[src/rtl/branch_compare_unit_pkg.sv]
// Shared types and constants for the branch compare unit.
// The optional taken-branch statistics counter is enabled by BRANCH_CMP_STATS_EN.
package branch_cmp_pkg;

   typedef enum logic [2:0] {
      BEQ  = 3'b000,
      BNE  = 3'b001,
      BLT  = 3'b100,
      BGE  = 3'b101,
      BLTU = 3'b110,
      BGEU = 3'b111
   } branch_funct3_t;

   localparam int STATS_W = 16;

endpackage

[src/rtl/branch_compare_unit_if.sv]
// Operand/result handshake bundle between forwarding stage, compare unit and PC select.
// taken_count exists only when BRANCH_CMP_STATS_EN is defined.
interface branch_cmp_if
   import branch_cmp_pkg::*;
#(
   parameter int N = 32
);
   logic                in_valid;
   logic                in_ready;
   logic [N-1:0]        a;
   logic [N-1:0]        b;
   logic [2:0]          funct3;
   logic                out_valid;
   logic                out_ready;
   logic                taken;
   logic                illegal;
`ifdef BRANCH_CMP_STATS_EN
   logic [STATS_W-1:0]  taken_count;
`endif

   modport master (
      output in_valid, a, b, funct3, out_ready,
      input  in_ready, out_valid, taken, illegal
`ifdef BRANCH_CMP_STATS_EN
      , input taken_count
`endif
   );

   modport slave (
      input  in_valid, a, b, funct3, out_ready,
      output in_ready, out_valid, taken, illegal
`ifdef BRANCH_CMP_STATS_EN
      , output taken_count
`endif
   );

endinterface

[src/rtl/branch_compare_unit_cond_eval.sv]
// Combinational branch condition: comparator results selected by the RISC-V funct3.
module branch_cond_eval
   import branch_cmp_pkg::*;
#(
   parameter int N = 32
) (
   input  logic [N-1:0] a,
   input  logic [N-1:0] b,
   input  logic [2:0]   funct3,
   output logic         taken_next,
   output logic         illegal_next
);
   logic eq;
   logic lt;
   logic ltu;

   comparator_eq          #(.N(N)) u_eq  (.a(a), .b(b), .eq(eq));
   comparator_lt          #(.N(N)) u_lt  (.a(a), .b(b), .lt(lt));
   comparator_lt_unsigned #(.N(N)) u_ltu (.a(a), .b(b), .ltu(ltu));

   // Codes 010/011 are not branches; they resolve not-taken and are flagged.
   always_comb begin
      taken_next   = 1'b0;
      illegal_next = 1'b0;
      case (branch_funct3_t'(funct3))
         BEQ:     taken_next = eq;
         BNE:     taken_next = !eq;
         BLT:     taken_next = lt;
         BGE:     taken_next = !lt;
         BLTU:    taken_next = ltu;
         BGEU:    taken_next = !ltu;
         default: illegal_next = 1'b1;
      endcase
   end
endmodule

[src/rtl/comparators.sv]
// Basic operand comparators consumed by the branch condition evaluator.
module comparator_eq #(
   parameter int N = 32
) (
   input  logic [N-1:0] a,
   input  logic [N-1:0] b,
   output logic         eq
);
   assign eq = (a == b);
endmodule

module comparator_lt #(
   parameter int N = 32
) (
   input  logic [N-1:0] a,
   input  logic [N-1:0] b,
   output logic         lt
);
   assign lt = ($signed(a) < $signed(b));
endmodule

module comparator_lt_unsigned #(
   parameter int N = 32
) (
   input  logic [N-1:0] a,
   input  logic [N-1:0] b,
   output logic         ltu
);
   assign ltu = (a < b);
endmodule

[src/rtl/branch_compare_unit.sv]
// Two-stage pipelined branch-condition evaluator with valid/ready handshake.
// Define BRANCH_CMP_STATS_EN to add the saturating taken_count statistics counter.
module branch_compare_unit
   import branch_cmp_pkg::*;
#(
   parameter int N = 32
) (
   input  logic       clk,
   input  logic       rst,
   input  logic       flush,
   branch_cmp_if.slave bus
);
   logic [N-1:0] s1_a;
   logic [N-1:0] s1_b;
   logic [2:0]   s1_funct3;
   logic         s1_valid;
   logic         s2_valid;
   logic         s2_taken;
   logic         s2_illegal;
   logic         s2_advance;
   logic         s1_advance;
   logic         accept;
   logic         taken_next;
   logic         illegal_next;

   assign s2_advance   = !s2_valid || bus.out_ready;
   assign s1_advance   = !s1_valid || s2_advance;
   assign bus.in_ready = s1_advance && !flush;
   assign accept       = bus.in_valid && bus.in_ready;

   branch_cond_eval #(.N(N)) u_eval (
      .a            (s1_a),
      .b            (s1_b),
      .funct3       (s1_funct3),
      .taken_next   (taken_next),
      .illegal_next (illegal_next)
   );

   // Operand registers carry no reset; their contents only matter while s1_valid.
   always_ff @(posedge clk) begin
      if (accept) begin
         s1_a      <= bus.a;
         s1_b      <= bus.b;
         s1_funct3 <= bus.funct3;
      end
   end

   always_ff @(posedge clk or posedge rst) begin
      if (rst) begin
         s1_valid   <= 1'b0;
         s2_valid   <= 1'b0;
         s2_taken   <= 1'b0;
         s2_illegal <= 1'b0;
      end else if (flush) begin
         s1_valid <= 1'b0;
         s2_valid <= 1'b0;
      end else begin
         if (s2_advance) begin
            s2_valid   <= s1_valid;
            s2_taken   <= s1_valid && taken_next;
            s2_illegal <= s1_valid && illegal_next;
         end
         if (s1_advance) begin
            s1_valid <= bus.in_valid;
         end
      end
   end

   assign bus.out_valid = s2_valid;
   assign bus.taken     = s2_taken;
   assign bus.illegal   = s2_illegal;

`ifdef BRANCH_CMP_STATS_EN
   logic [STATS_W-1:0] taken_count;

   // Counts delivered taken results, including one delivered during a flush cycle.
   always_ff @(posedge clk or posedge rst) begin
      if (rst) begin
         taken_count <= '0;
      end else if (s2_valid && bus.out_ready && s2_taken && (taken_count != {STATS_W{1'b1}})) begin
         taken_count <= taken_count + 1'b1;
      end
   end

   assign bus.taken_count = taken_count;
`endif

endmodule

[src/flat_wrapper.sv]
// flat-port wrapper written by rule: the top's interface ports become plain ports
module branch_compare_unit_flat import branch_cmp_pkg::*;
#(
   parameter int N = 32
)
  (clk, rst, flush, bus_in_valid, bus_a, bus_b, bus_funct3, bus_out_ready, bus_in_ready, bus_out_valid, bus_taken, bus_illegal);
  branch_cmp_if #(.N(N)) bus_i ();
  input  logic clk;
  input  logic rst;
  input  logic flush;
  input wire logic [$bits(bus_i.in_valid)-1:0] bus_in_valid;
  input wire logic [$bits(bus_i.a)-1:0] bus_a;
  input wire logic [$bits(bus_i.b)-1:0] bus_b;
  input wire logic [$bits(bus_i.funct3)-1:0] bus_funct3;
  input wire logic [$bits(bus_i.out_ready)-1:0] bus_out_ready;
  output wire logic [$bits(bus_i.in_ready)-1:0] bus_in_ready;
  output wire logic [$bits(bus_i.out_valid)-1:0] bus_out_valid;
  output wire logic [$bits(bus_i.taken)-1:0] bus_taken;
  output wire logic [$bits(bus_i.illegal)-1:0] bus_illegal;
  assign bus_i.in_valid = bus_in_valid;
  assign bus_i.a = bus_a;
  assign bus_i.b = bus_b;
  assign bus_i.funct3 = bus_funct3;
  assign bus_i.out_ready = bus_out_ready;
  assign bus_in_ready = bus_i.in_ready;
  assign bus_out_valid = bus_i.out_valid;
  assign bus_taken = bus_i.taken;
  assign bus_illegal = bus_i.illegal;
  branch_compare_unit #(.N(N)) u_core (.clk(clk), .rst(rst), .flush(flush), .bus(bus_i));
endmodule
[config.mk]
export PLATFORM = sky130hd
export DESIGN_NAME = branch_compare_unit_flat
export DESIGN_NICKNAME = d
export VERILOG_FILES = /design/src/rtl/branch_compare_unit_pkg.sv /design/src/rtl/branch_compare_unit_if.sv /design/src/rtl/branch_compare_unit_cond_eval.sv /design/src/rtl/comparators.sv /design/src/rtl/branch_compare_unit.sv /design/src/flat_wrapper.sv
export SDC_FILE = /design/constraint.sdc
export NUM_CORES = 1
export LEC_CHECK = 0
export BUFFER_PORTS_ARGS = -buffer_cell sky130_fd_sc_hd__buf_2
export CAP_MARGIN = 20
export CORE_MARGIN = 2
export CORE_UTILIZATION = 50
export CTS_BUF_LIST = sky130_fd_sc_hd__clkbuf_4 sky130_fd_sc_hd__clkbuf_8
export DETAILED_ROUTE_END_ITERATION = 7
export HOLD_SLACK_MARGIN = 0.03
export MAX_ROUTING_LAYER = met4
export PLACE_DENSITY = 0.84
export SYNTH_ARGS = -nofsm -noshare
export SYNTH_HDL_FRONTEND = slang
export SYNTH_SLANG_ARGS = --single-unit
[constraint.sdc]
create_clock -name clk -period 2.85 [get_ports clk]
set_clock_uncertainty 0.2 [all_clocks]
set_input_delay 0.57 -clock clk [delete_from_list [all_inputs] [get_ports clk]]
set_output_delay 0.57 -clock clk [all_outputs]
set_load 0.01 [all_outputs]
# After elaboration in Yosys (flattened, before gate mapping)
# Index checks and enable logic that the tools add are counted.
[op_classes]
magnitude_cmp = 2
eq_ne = 6
mux = 6
bitwise = 1
reduce_logical = 17
[op_table]
columns = ["operator", "count"]
rows = [
  ["less-than comparator 32 bit", 2],
  ["equality test 32 bit", 1],
  ["equality test 3 bit (second input constant)", 4],
  ["logical NOT 1 bit", 6],
  ["case mux 1 bit (6 select lines)", 1],
  ["OR reduction 6 bit", 1],
  ["2-to-1 mux 1 bit", 5],
  ["logical AND 1 bit", 4],
  ["nonzero test 2 bit", 2],
  ["equality test 3 x 1 -> 1 bit (second input constant)", 1],
  ["logical NOT 3 bit", 1],
  ["logical OR 1 bit", 2],
  ["AND reduction 2 bit", 1],
  ["inverter 1 bit", 1],
]
[totals]
reg_bits = 71
inputBits = 72
out_inout_bits = 4

# Longest topological paths before layout
# Gate-level depths: netlist of run 1.
[depth]
ltp_word = 5
depth_mapped = 8

# Modules after synthesis
# Synthesis of run 1 repeated with hierarchy kept, for this count alone.
[hier_totals]
hier_cells = 352
area_unflattened_um2 = 4174.0
[modules_own_cells]
columns = ["module", "instances", "cells_each", "area_each_um2"]
rows = [
  ["branch_compare_unit", 1, 85, 2193.4],
  ["comparator_lt_unsigned", 1, 110, 798.3],
  ["comparator_lt", 1, 108, 789.5],
  ["comparator_eq", 1, 43, 346.6],
  ["branch_cond_eval", 1, 6, 46.3],
]

# Worst setup path before layout of run 1
# OpenSTA, ideal clock, no wires.
[synth_path]
path_type = "input -> register"
from = "input bus_out_ready"
to = "register u_core.s1_a[0], enable pin"
setup_ps = 432
t_arrival_ps = 2697
path_slack_ps = -479
cell_stages = 4
path_buffers = 1
path_cell_list = "nor2b_1 -> clkbuf_1 -> a21oi_1 -> and2_1"
[synth_via]
elab_chain_len = 4
[synth_lines]
columns = ["element", "line", "text"]
rows = [
  ["from (decl)", "flat_wrapper.sv:15", "input wire logic [$bits(bus_i.out_ready)-1:0] bus_out_ready;"],
  ["logical OR 1 bit", "branch_compare_unit.sv:26", "assign s2_advance = !s2_valid || bus.out_ready;"],
  ["logical OR 1 bit", "branch_compare_unit.sv:27", "assign s1_advance = !s1_valid || s2_advance;"],
  ["logical AND 1 bit", "branch_compare_unit.sv:28", "assign bus.in_ready = s1_advance && !flush;"],
  ["net bus_in_ready", "flat_wrapper.sv:16", "output wire logic [$bits(bus_i.in_ready)-1:0] bus_in_ready;"],
  ["logical AND 1 bit", "branch_compare_unit.sv:29", "assign accept = bus.in_valid && bus.in_ready;"],
  ["net u_core.accept", "branch_compare_unit.sv:22", "logic accept;"],
  ["to (signal assigned)", "branch_compare_unit.sv:42", "s1_a <= bus.a;"],
  ["to (decl)", "branch_compare_unit.sv:13", "logic [N-1:0] s1_a;"],
]
# The timed path passes the listed nets, and every way through them passes these cells.
# A chain may end at the register's enable or synchronous reset.

# Worst setup path in the final report of run 1
[layout_path]
from = "register u_core.s1_a[14]"
to = "register u_core.s2_taken (netlist: u_core.bus.taken)"
[layout_via]
elab_chain_len = 4
elab_cells_between_ends = 8
classes_between = "order compare (2); eq/ne (1); mux (1); reduce/logical (4)"
[layout_lines]
columns = ["element", "line", "text"]
rows = [
  ["less-than comparator 32 bit, or another cell as far along", "comparators.sv:29", "assign ltu = (a < b);"],
  ["logical NOT 1 bit (on tied branches)", "branch_compare_unit_cond_eval.sv:31, branch_compare_unit_cond_eval.sv:27, branch_compare_unit_cond_eval.sv:29", ""],
  ["case mux 1 bit (6 select lines) (*)", "branch_compare_unit_cond_eval.sv:25", "case (branch_funct3_t'(funct3))"],
  ["logical AND 1 bit (*)", "branch_compare_unit.sv:60", "s2_taken <= s1_valid && taken_next;"],
  ["to (signal assigned)", "branch_compare_unit.sv:60", ""],
  ["to (decl)", "branch_compare_unit.sv:18", "logic s2_taken;"],
]
# Mark *: on every way between the ends. The rest lies on a longest branch, timed or not.

==> metrics, run 1 <==
Slew HR=0.7546; Core Util, Final=0.6321; nets=407; total buffers and inverters traversed by the critical path=0; CP max stage delay=0.59 ns; Worst VDD drop=436.9 µV; element type at the critical path end=flip-flop; clk slew on worst S/H paths=0.07 ns; status=finished, final reports clean; vias in the first global route=1917; CP required=between 2 and 3 ns; Chip Height=just over 80 µm; via count=1840; Syn Nets=320; RSZ-0062 raised after global routing=false; final hold violation count=0; synthesized flop and latch total=71; layout cell share with drive strength beyond 1=0.3170; initial antenna violation count=0; core area=between 5000 and 6000 µm²; die area=just under 7000 µm²; first-pass GRT wire length=8376 µm; startpoint types=flip-flop; n_diodes=0; Mean Syn Cell Area=14.41 µm²; CP arrival=2.34 ns; routability cong.=0.7436; Synth Cell Area=~3100 µm²; clock latency on the worst-skew pair=~0.34 ns; Achievable Freq=about 430 MHz; placed instance area=3603 µm²; routed wire length=4914 µm; CTS tree=built; post-detailed-route wirelength per cell=12.90 µm; fin. max-slew vios=0; post-route cell area=3765 µm²; total iterations of the first detailed-routing run=4; total of max-cap violations=0; H-tree levels=3; Sink Count=71; Fillers=470; CP max stage cell=or4_1; CTS Buffer Depth=2; routed vias/inst=4.829; root buffer cell=clkbuf_8; Mapped Cells=roughly 220; Leak=1.647 nW; synthesis-to-finish area growth=20.94%; worst setup margin=0.5235 ns; Starting Density=0.5227; largest net degree at the start of global routing=68; CP Max Fanout=3; DR WL met2=2443 µm; GR Overflow Total=0; GRT Overall Usage=0.1628; top sig layer=met4; Die W=82.91 µm; Ys Warns=0; family with the most delay on the worst path=simple AND/OR/NAND/NOR gates; Final period util=0.8163; worst path cell trace=ha_1 -> nand4_1 -> or4_1 -> o211ai_2 -> o31ai_1 -> o31ai_2 -> o211ai_1; Num CTS Buffers=9; fin crit period=2.326 ns; met1 WL=2082 µm; Iter 0 DRT Violations=86; pwr dens=537.3 nW/µm²; met3 routed WL=~300 µm; register area share after synthesis=0.6785; HPWL after detailed placement=3634 µm; Yosys cell types=31; Antenna Violating Nets Remaining=0; Setup WS pre-CTS=0.5307 ns; post-CTS resize count=0; IO Port Bufs=75; worst min-delay path class=input pin to flip-flop; final setup TNS=0 ns; Setup-failing EPs final=0; residual DRC count=0; Ports=76; Crit Path Class=flip-flop to flip-flop; slew at the pin with the worst max-slew slack=0.3681 ns; # rows=28
==> synth_stat cells <==
cell type  count  share of area
o41a_1         1         0.0036
edfxtp_1      67           0.65
o211ai_1       3         0.0072
nor3_1         2         0.0032
o21a_1         1         0.0024
nor4b_2        1         0.0048
a221oi_1       2         0.0056
nor2_1         7         0.0084
and2_1         1         0.0020
inv_1         35          0.042
nand4_2        1         0.0040
o211ai_2       1         0.0040
a21oi_1       16          0.026
a31o_2         1         0.0028
nand4_1        7          0.014
or3_1          1         0.0020
nor2b_1        3         0.0060
a2111o_1       1         0.0036
nand2b_1       1         0.0020
or2_2          1         0.0020
clkbuf_1       2         0.0024
nand3_1        5         0.0080
o21ai_0        5         0.0080
or4_1          1         0.0024
o31ai_2        1         0.0040
dfrtp_1        4          0.032
nand2_1        9          0.011
or4_4          1         0.0036
ha_1          32           0.13
o31ai_1        2         0.0048
xor2_1         1         0.0028
==> final cells by class <==
type,count,area (µm²),area share
clock buffer,11,138.9,0.03689
multi-input combinational,108,863.3,0.2293
inverter,35,131.4,0.03490
clock inverter,3,12.51,0.003323
timing repair buffer,78,412.9,0.1097
tap,75,93.84,0.02493
sequential,71,2112,0.5610
==> cell usage in the layout (no fill, tap or decap), types with 7 or more instances in the layout <==
cell and instances:
edfxtp_1 67, clkbuf_8 9, ha_1 32, nand2_1 9, inv_1 35, nor2_1 7, a21oi_1 16, buf_2 75
nand4_1 7
==> where the power goes <==
group | total [mW] | switching (mW) | internal (mW) | leakage [nW]
clock | 0.645 | 0.327 | 0.318 | 0.0810
combinational | 0.168 | 0.0868 | 0.0816 | 0.885
sequential | 1.21 | 0.0142 | 1.20 | 0.682
==> through the flow <==
step,hold slack [ns],total power [mW],std cells
3_5_place_dp,0.2584,1.401,366
6_report,0.1963,2.023,381
5_1_grt,0.1772,2.121,381
2_1_floorplan,0.1361,1.320,216
3_3_place_gp,0.2558,1.393,366
4_1_cts,0.1877,2.043,381
==> per-layer routing <==
layer,global-route usage,vias to the layer above
met5,-,-
met4,0.08644,0
met3,0.05765,7
met2,0.2588,53
met1,0.1804,815
li1,-,965
==> cells by family after synthesis <==
kind of cell,count (synthesis),synth area share
AOI/OAI and AO/OA,34,0.07194
xor gates and xnor gates,1,0.002814
adders and majority gates,32,0.1286
buffers and inverters,37,0.04462
DFF,71,0.6785
and+or+nand+nor,41,0.07356
==> path summary, 6_finish.rpt <==
path	start	to	slack, ns	cells after the start
min in group asynchronous	rst	u_core.s1_valid	0.45	3
max in group asynchronous	rst	u_core.bus.taken	1.85	3
worst max register to register	u_core.s1_a[14]	u_core.bus.taken	0.52	7
worst min register to register	u_core.bus.illegal	u_core.bus.illegal	0.32	2
worst min-delay path	bus_b[10]	u_core.s1_b[10]	0.20	1
worst max-delay path	u_core.s1_a[14]	u_core.bus.taken	0.52	7
==> what timing repair did <==
item | in CTS | in global routing
setup buffers | 0 | 0
endpoints found under the hold margin | 4 | 0
hold buffers | 1 | 0
==> worst reg2reg max path: stages (launching register included) <==
cell and delay (ns):
edfxtp_1 0.37, ha_1 0.32, nand4_1 0.18, or4_1 0.59
o211ai_2 0.16, o31ai_1 0.10, o31ai_2 0.17, o211ai_1 0.11
==> flip-flops by register name, indices dropped and copies added (netlist names) <==
name and count:
u_core.s1_a 32, u_core.bus.illegal 1, u_core.bus.out_valid 1, u_core.s1_b 32, u_core.bus.taken 1, u_core.s1_funct3 3
u_core.s1_valid 1
No activity file was read; power rests on OpenSTA's default activity.
==> run 2: changes to the inputs <==
Settings changed: ABC_AREA set to 1.
Clock period 2.85 ns to 2.1 ns, I/O delays scaled along.
==> metrics, run 2 <==
Pint=2.283 mW; top flop regs=u_core.s1_a: 32 flops, u_core.s1_b: 32 flops, u_core.s1_funct3: 3 flops; synthesized flop and latch total=71; Ys Warns=0; core area=6241 µm²; Yosys cell types=21; GRT Overall Usage=0.1616; routability cong.=0.7586; number of synthesized flops with an enable pin=67; Post-CTS Setup Repair Bufs=0; root buffer cell=clkbuf_8; dpl cells=410; Mapped Cells=between 200 and 300; Chip Height=83.87 µm; H-tree levels=3; pwr dens=724.4 nW/µm²; routed vias/inst=~4.7; Syn Nets=361; Setup WS pre-CTS=0.05453 ns; worst min-delay path class=input pin to flip-flop; global route hottest layer=met2; GR Overflow Total=0; Setup-failing EPs final=0; area share of the leading cell type in the synthesized netlist=0.6308; n_diodes=0; layout cell share with drive strength beyond 1=0.3668; nets=449; Post-synth top cells=67 x edfxtp_1, 48 x inv_1, 46 x nand2_1; count leader, synth=edfxtp_1; element type at the critical path end=flip-flop; slew at the pin with the worst max-slew slack=roughly 0.35 ns; Ports=76; final hold violation count=0; Psw=roughly 640 µW; fin. max-slew vios=0; Sink Count=71; vias in the first global route=2030; total buffers and inverters traversed by the critical path=0; initial antenna violation count=0; Leak=1.826 nW; leading cell type in the layout, fill and taps excluded=buf_2; Seq pwr share=0.563; CP max stage cell=edfxtp_1; register area share after synthesis=0.6622; Mean Syn Cell Area=12.41 µm²; top_reg_cell synth=edfxtp_1; status=finished, final reports clean; Crit Path Class=flip-flop to flip-flop; CP arrival=2.02 ns; fin cells=426; family with the most delay on the worst path=simple AND/OR/NAND/NOR gates; first-pass GRT wire length=8507 µm; combinational share of power=0.097; most frequent cells in the layout=75 x buf_2, 67 x edfxtp_1, 44 x inv_1, 39 x nand2_1, 25 x ha_1; Synth area leader=edfxtp_1; clk slew on worst S/H paths=0.07 ns; Hold Slack=between 0.05 and 0.06 ns; total of max-cap violations=0; Post-synth ARST share=0.05634; CP max stage delay=0.43 ns; largest net degree at the start of global routing=68; startpoint types=flip-flop; met2 usage=0.2662; Core Util, Final=0.6458; CP required=2.13 ns; post-route cell area=4030 µm²; post-detailed-route wirelength per cell=12.03 µm; via count=2011; Antenna Violating Nets Remaining=0; Final period util=0.9465; Net Sw Frac=0.2181; final setup TNS=0 ns; synthesis-to-finish area growth=26.36%; routed wire length=between 5000 and 6000 µm; CP Max Fanout=5; die area=about 7000 µm²; worst path cell trace=ha_4 -> nand2_2 -> nor2_4 -> nand2_2 -> nor2_4 -> nand2_2 -> nand2_2 -> nand2_2 -> a21oi_2 -> nand2_1 -> nand2_1 -> nand2_1; Achievable Freq=~500 MHz; top cells by area, synth=edfxtp_1 63%, ha_1 13%, inv_1 5.6%; Synth Cell Area=roughly 3200 µm²; IO Port Bufs=75; Num CTS Buffers=9; worst setup margin=0.1123 ns; total iterations of the first detailed-routing run=4; RSZ-0062 raised after global routing=true; Pwr Total=between 2 and 3 mW; clock latency on the worst-skew pair=between 0.3 and 0.4 ns; Die W=83.87 µm; Clk pwr share=0.339; Iter 0 DRT Violations=56; residual DRC count=0; Worst VDD drop=554.1 µV; HPWL after detailed placement=3766 µm; Critical Path Most Common Cell=nand2_2; Slew HR=0.7684; CTS tree=built; fin crit period=1.988 ns; # rows=29; Starting Density=0.5110; grt met1 use=0.1860; placed instance area=3704 µm²; CTS Buffer Depth=2; met3 Resource Use GR=0.03561
## run 2: cell types whose count changed after synthesis, sizes merged, moves of 3 or more
| cell | before | now |
|---|---|---|
| nand4 | 8 | 2 |
| o31ai | 3 | 0 |
| nand3 | 5 | 10 |
| nand2 | 9 | 50 |
| inv | 35 | 50 |
| nor2 | 7 | 15 |
| nor2b | 3 | 0 |
| o211ai | 4 | 0 |
## run 2: worst paths after layout
path	startpoint	endpoint	slack [ns]	cells past startpoint
setup reg to reg	u_core.s1_a[31]	u_core.bus.taken	0.11	12
hold / removal	bus_a[16]	u_core.s1_a[16]	0.05	1
min in group asynchronous	rst	u_core.bus.out_valid	0.31	3
max in group asynchronous	rst	u_core.bus.taken	1.23	3
setup / recovery	u_core.s1_a[31]	u_core.bus.taken	0.11	12
hold reg to reg	u_core.bus.taken	u_core.bus.taken	0.30	2
## run 2: logic make-up after synthesis
logic type | after synthesis | synth area share
AOI/OAI and AO/OA | 26 | 0.04786
DFF | 71 | 0.6622
and+or+nand+nor | 77 | 0.1044
buffers and inverters | 51 | 0.06002
adders and majority gates | 32 | 0.1255
## run 2: final cells by class
| type | count | area (µm²) |
|---|---|---|
| clock inverter | 6 | 52.55 |
| timing repair buffer | 77 | 405.4 |
| fill | 483 | 2211 |
| multi-input combinational | 135 | 1044 |
| tap | 77 | 96.34 |
| clock buffer | 9 | 123.9 |
| sequential | 71 | 2112 |
| inverter | 51 | 196.4 |
## run 2: timing repair
action / 4_1_cts / 5_1_grt
setup endpoints to repair: 0 / 1
hold endpoints to repair: 4 / 0
hold buffers: 1 / 0
gates resized for setup: 0 / 28
## run 2: power by group through the flow
stage	Clock, mW	Sequential, mW	Combinational [mW]
6_report	0.990	1.65	0.284
5_1_grt	1.08	1.65	0.327
4_1_cts	1.02	1.64	0.261
3_5_place_dp	0	1.67	0.258
3_3_place_gp	0	1.67	0.247
2_1_floorplan	0	1.67	0.145
## run 2: per-layer routing
| metal | part of all wire | vias to the layer above |
|---|---|---|
| li1 | - | 1038 |
| met2 | 0.51 | 47 |
| met1 | 0.42 | 913 |
| met4 | 0.022 | 0 |
| met5 | 0 | - |
| met3 | 0.044 | 13 |
==> run 3: changes to the inputs <==
Settings changed: CELL_PAD_IN_SITES_DETAIL_PLACEMENT set to 2, CELL_PAD_IN_SITES_GLOBAL_PLACEMENT set to 2, CORE_UTILIZATION 50 to 33.
==> metrics, run 3 (synthesis gave the netlist of run 2 again) <==
Clk pwr share=0.379; residual DRC count=0; Chip Height=102.3 µm; clock latency on the worst-skew pair=0.34 ns; reg2reg setup slack=0.05 ns; fin. max-slew vios=0; Num CTS Buffers=9; Pwr Total=about 3.2 mW; HPWL after detailed placement=5119 µm; post-detailed-route wirelength per cell=between 10 and 15 µm; element type at the critical path end=flip-flop; status=finished, final reports clean; vias in the first global route=2355; Worst VDD drop=372.5 µV; pwr dens=~750 nW/µm²; nets=458; Iter 0 DRT Violations=68; n_diodes=0; CP required=between 2 and 2.5 ns; top flop regs=u_core.s1_a: 32 flops, u_core.s1_b: 32 flops, u_core.s1_funct3: 3 flops; RR Endpoint=u_core.bus.taken; routability cong.=around 0.66; Die W=102.3 µm; Starting Density=0.3419; first-pass GRT wire length=10600 µm; R2R Path Start=u_core.s1_a[19]; Seq pwr share=0.521; Final period util=0.9755; largest net degree at the start of global routing=68; synthesis-to-finish area growth=32.80%; Setup-failing EPs final=0; layout cell share with drive strength beyond 1=0.3872; clk slew on worst S/H paths=approximately 0.08 ns; CP Max Fanout=4; Fillers=957; GR Overflow Total=0; worst hold endpoint=u_core.s1_a[9]; total of max-cap violations=0; worst hold start=bus_a[9]; slew at the pin with the worst max-slew slack=0.3678 ns; RSZ-0062 raised after global routing=true; IO Port Bufs=75; combinational share of power=0.100; total iterations of the first detailed-routing run=4; Hold Path Stages=1; root buffer cell=clkbuf_8; Post-CTS Setup Repair Bufs=0; Slew HR=0.7548; Sink Count=71; die area=10470 µm²; Pint=roughly 2.5 mW; CTS tree=built; leading cell type in the layout, fill and taps excluded=buf_2; GRT Overall Usage=0.1409; Leak=approximately 1.9 nW; fin crit period=2.049 ns; routed vias/inst=about 4.4; via count=~2100; CP arrival=2.08 ns; final hold violation count=0; core area=9328 µm²; Ports=76; post-route cell area=4235 µm²; Achievable Freq=488.2 MHz; cell count of the worst reg-to-reg path=12; initial antenna violation count=0; startpoint types=flip-flop; Crit Path Class=flip-flop to flip-flop; Net Sw Frac=0.2159; # rows=35; Hold Slack=0.04929 ns; most frequent cells in the layout=75 x buf_2, 67 x edfxtp_1, 45 x inv_1, 34 x nand2_1, 27 x ha_1; H-tree levels=3; placed instance area=approximately 3800 µm²; Antenna Violating Nets Remaining=0; Psw=681.8 µW; worst setup margin=around 0.051 ns; routed wire length=6799 µm; Setup WS pre-CTS=-0.007588 ns; worst min-delay path class=input pin to flip-flop; CTS Buffer Depth=2
-- run 3: how the worst max path moves through the flow --
| stage | from | endpoint | slack [ns] | depth (start not counted) |
|---|---|---|---|---|
| 3_5_place_dp | u_core.s1_b[3] | u_core.bus.taken | -0.008 | 16 |
| 5_1_grt | u_core.s1_a[27] | u_core.bus.taken | -0.09 | 13 |
| 4_1_cts | u_core.s1_b[1] | u_core.bus.taken | -0.02 | 18 |
| 3_3_place_gp | u_core.s1_a[11] | u_core.bus.taken | 0.07 | 13 |
| 6_report | u_core.s1_a[19] | u_core.bus.taken | 0.05 | 12 |
| 2_1_floorplan | u_core.bus.out_valid | u_core.s1_a[0] | -0.20 | 5 |
-- run 3: stage by stage --
step                instances  utilization    TNS, ns
floorplan                 257            -     -13.15
global placement          463       0.4048          0
detailed placement        463       0.4048  -0.007588
CTS                       480       0.4355   -0.01774
global route              488       0.4541   -0.09202
finish                    488       0.4541          0
-- run 3: worst max-delay path: stages (launching register included) --
cell	delay, ns
edfxtp_1	0.37
ha_1	0.30
a21o_1	0.19
o21ai_1	0.15
nand2_2	0.09
a21oi_4	0.20
nand2_4	0.09
nand2_2	0.06
nand3_2	0.06
nand2_2	0.07
nand2_1	0.05
nand2_1	0.06
nand2_1	0.06
-- run 3: repair_timing --
item                                    4_1_cts  5_1_grt
resized for setup                            15       22
hold buffers                                  1        8
endpoints found under the setup margin        1        1
hold endpoints to repair                      4        8
pin swaps                                     7       13
-- run 3: power groups by stage --
stage               Combinational (mW)  Sequential [mW]  Clock (mW)
floorplan                        0.145             1.67           0
global placement                 0.256             1.67           0
CTS                              0.294             1.64        1.23
global route                     0.361             1.65        1.29
finish                           0.317             1.64        1.20
detailed placement               0.275             1.67           0
-- run 3: final cells by class --
type	instances	area, µm²	share of cell area
flip-flops and latches	71	2112	0.4987
multi-input cells	135	1056	0.2493
repair buffers	86	493.0	0.1164
inverters	51	196.4	0.04638
well taps	129	161.4	0.03811
clock buffers	12	146.4	0.03456
clock inverters	4	70.07	0.01654
-- run 3: layer usage --
layer	part of all wire	vias up	global-route usage
met5	0	-	-
met4	0.013	0	0.05846
met3	0.035	11	0.03488
met2	0.54	52	0.2475
met1	0.41	1024	0.1519
li1	-	1059	-
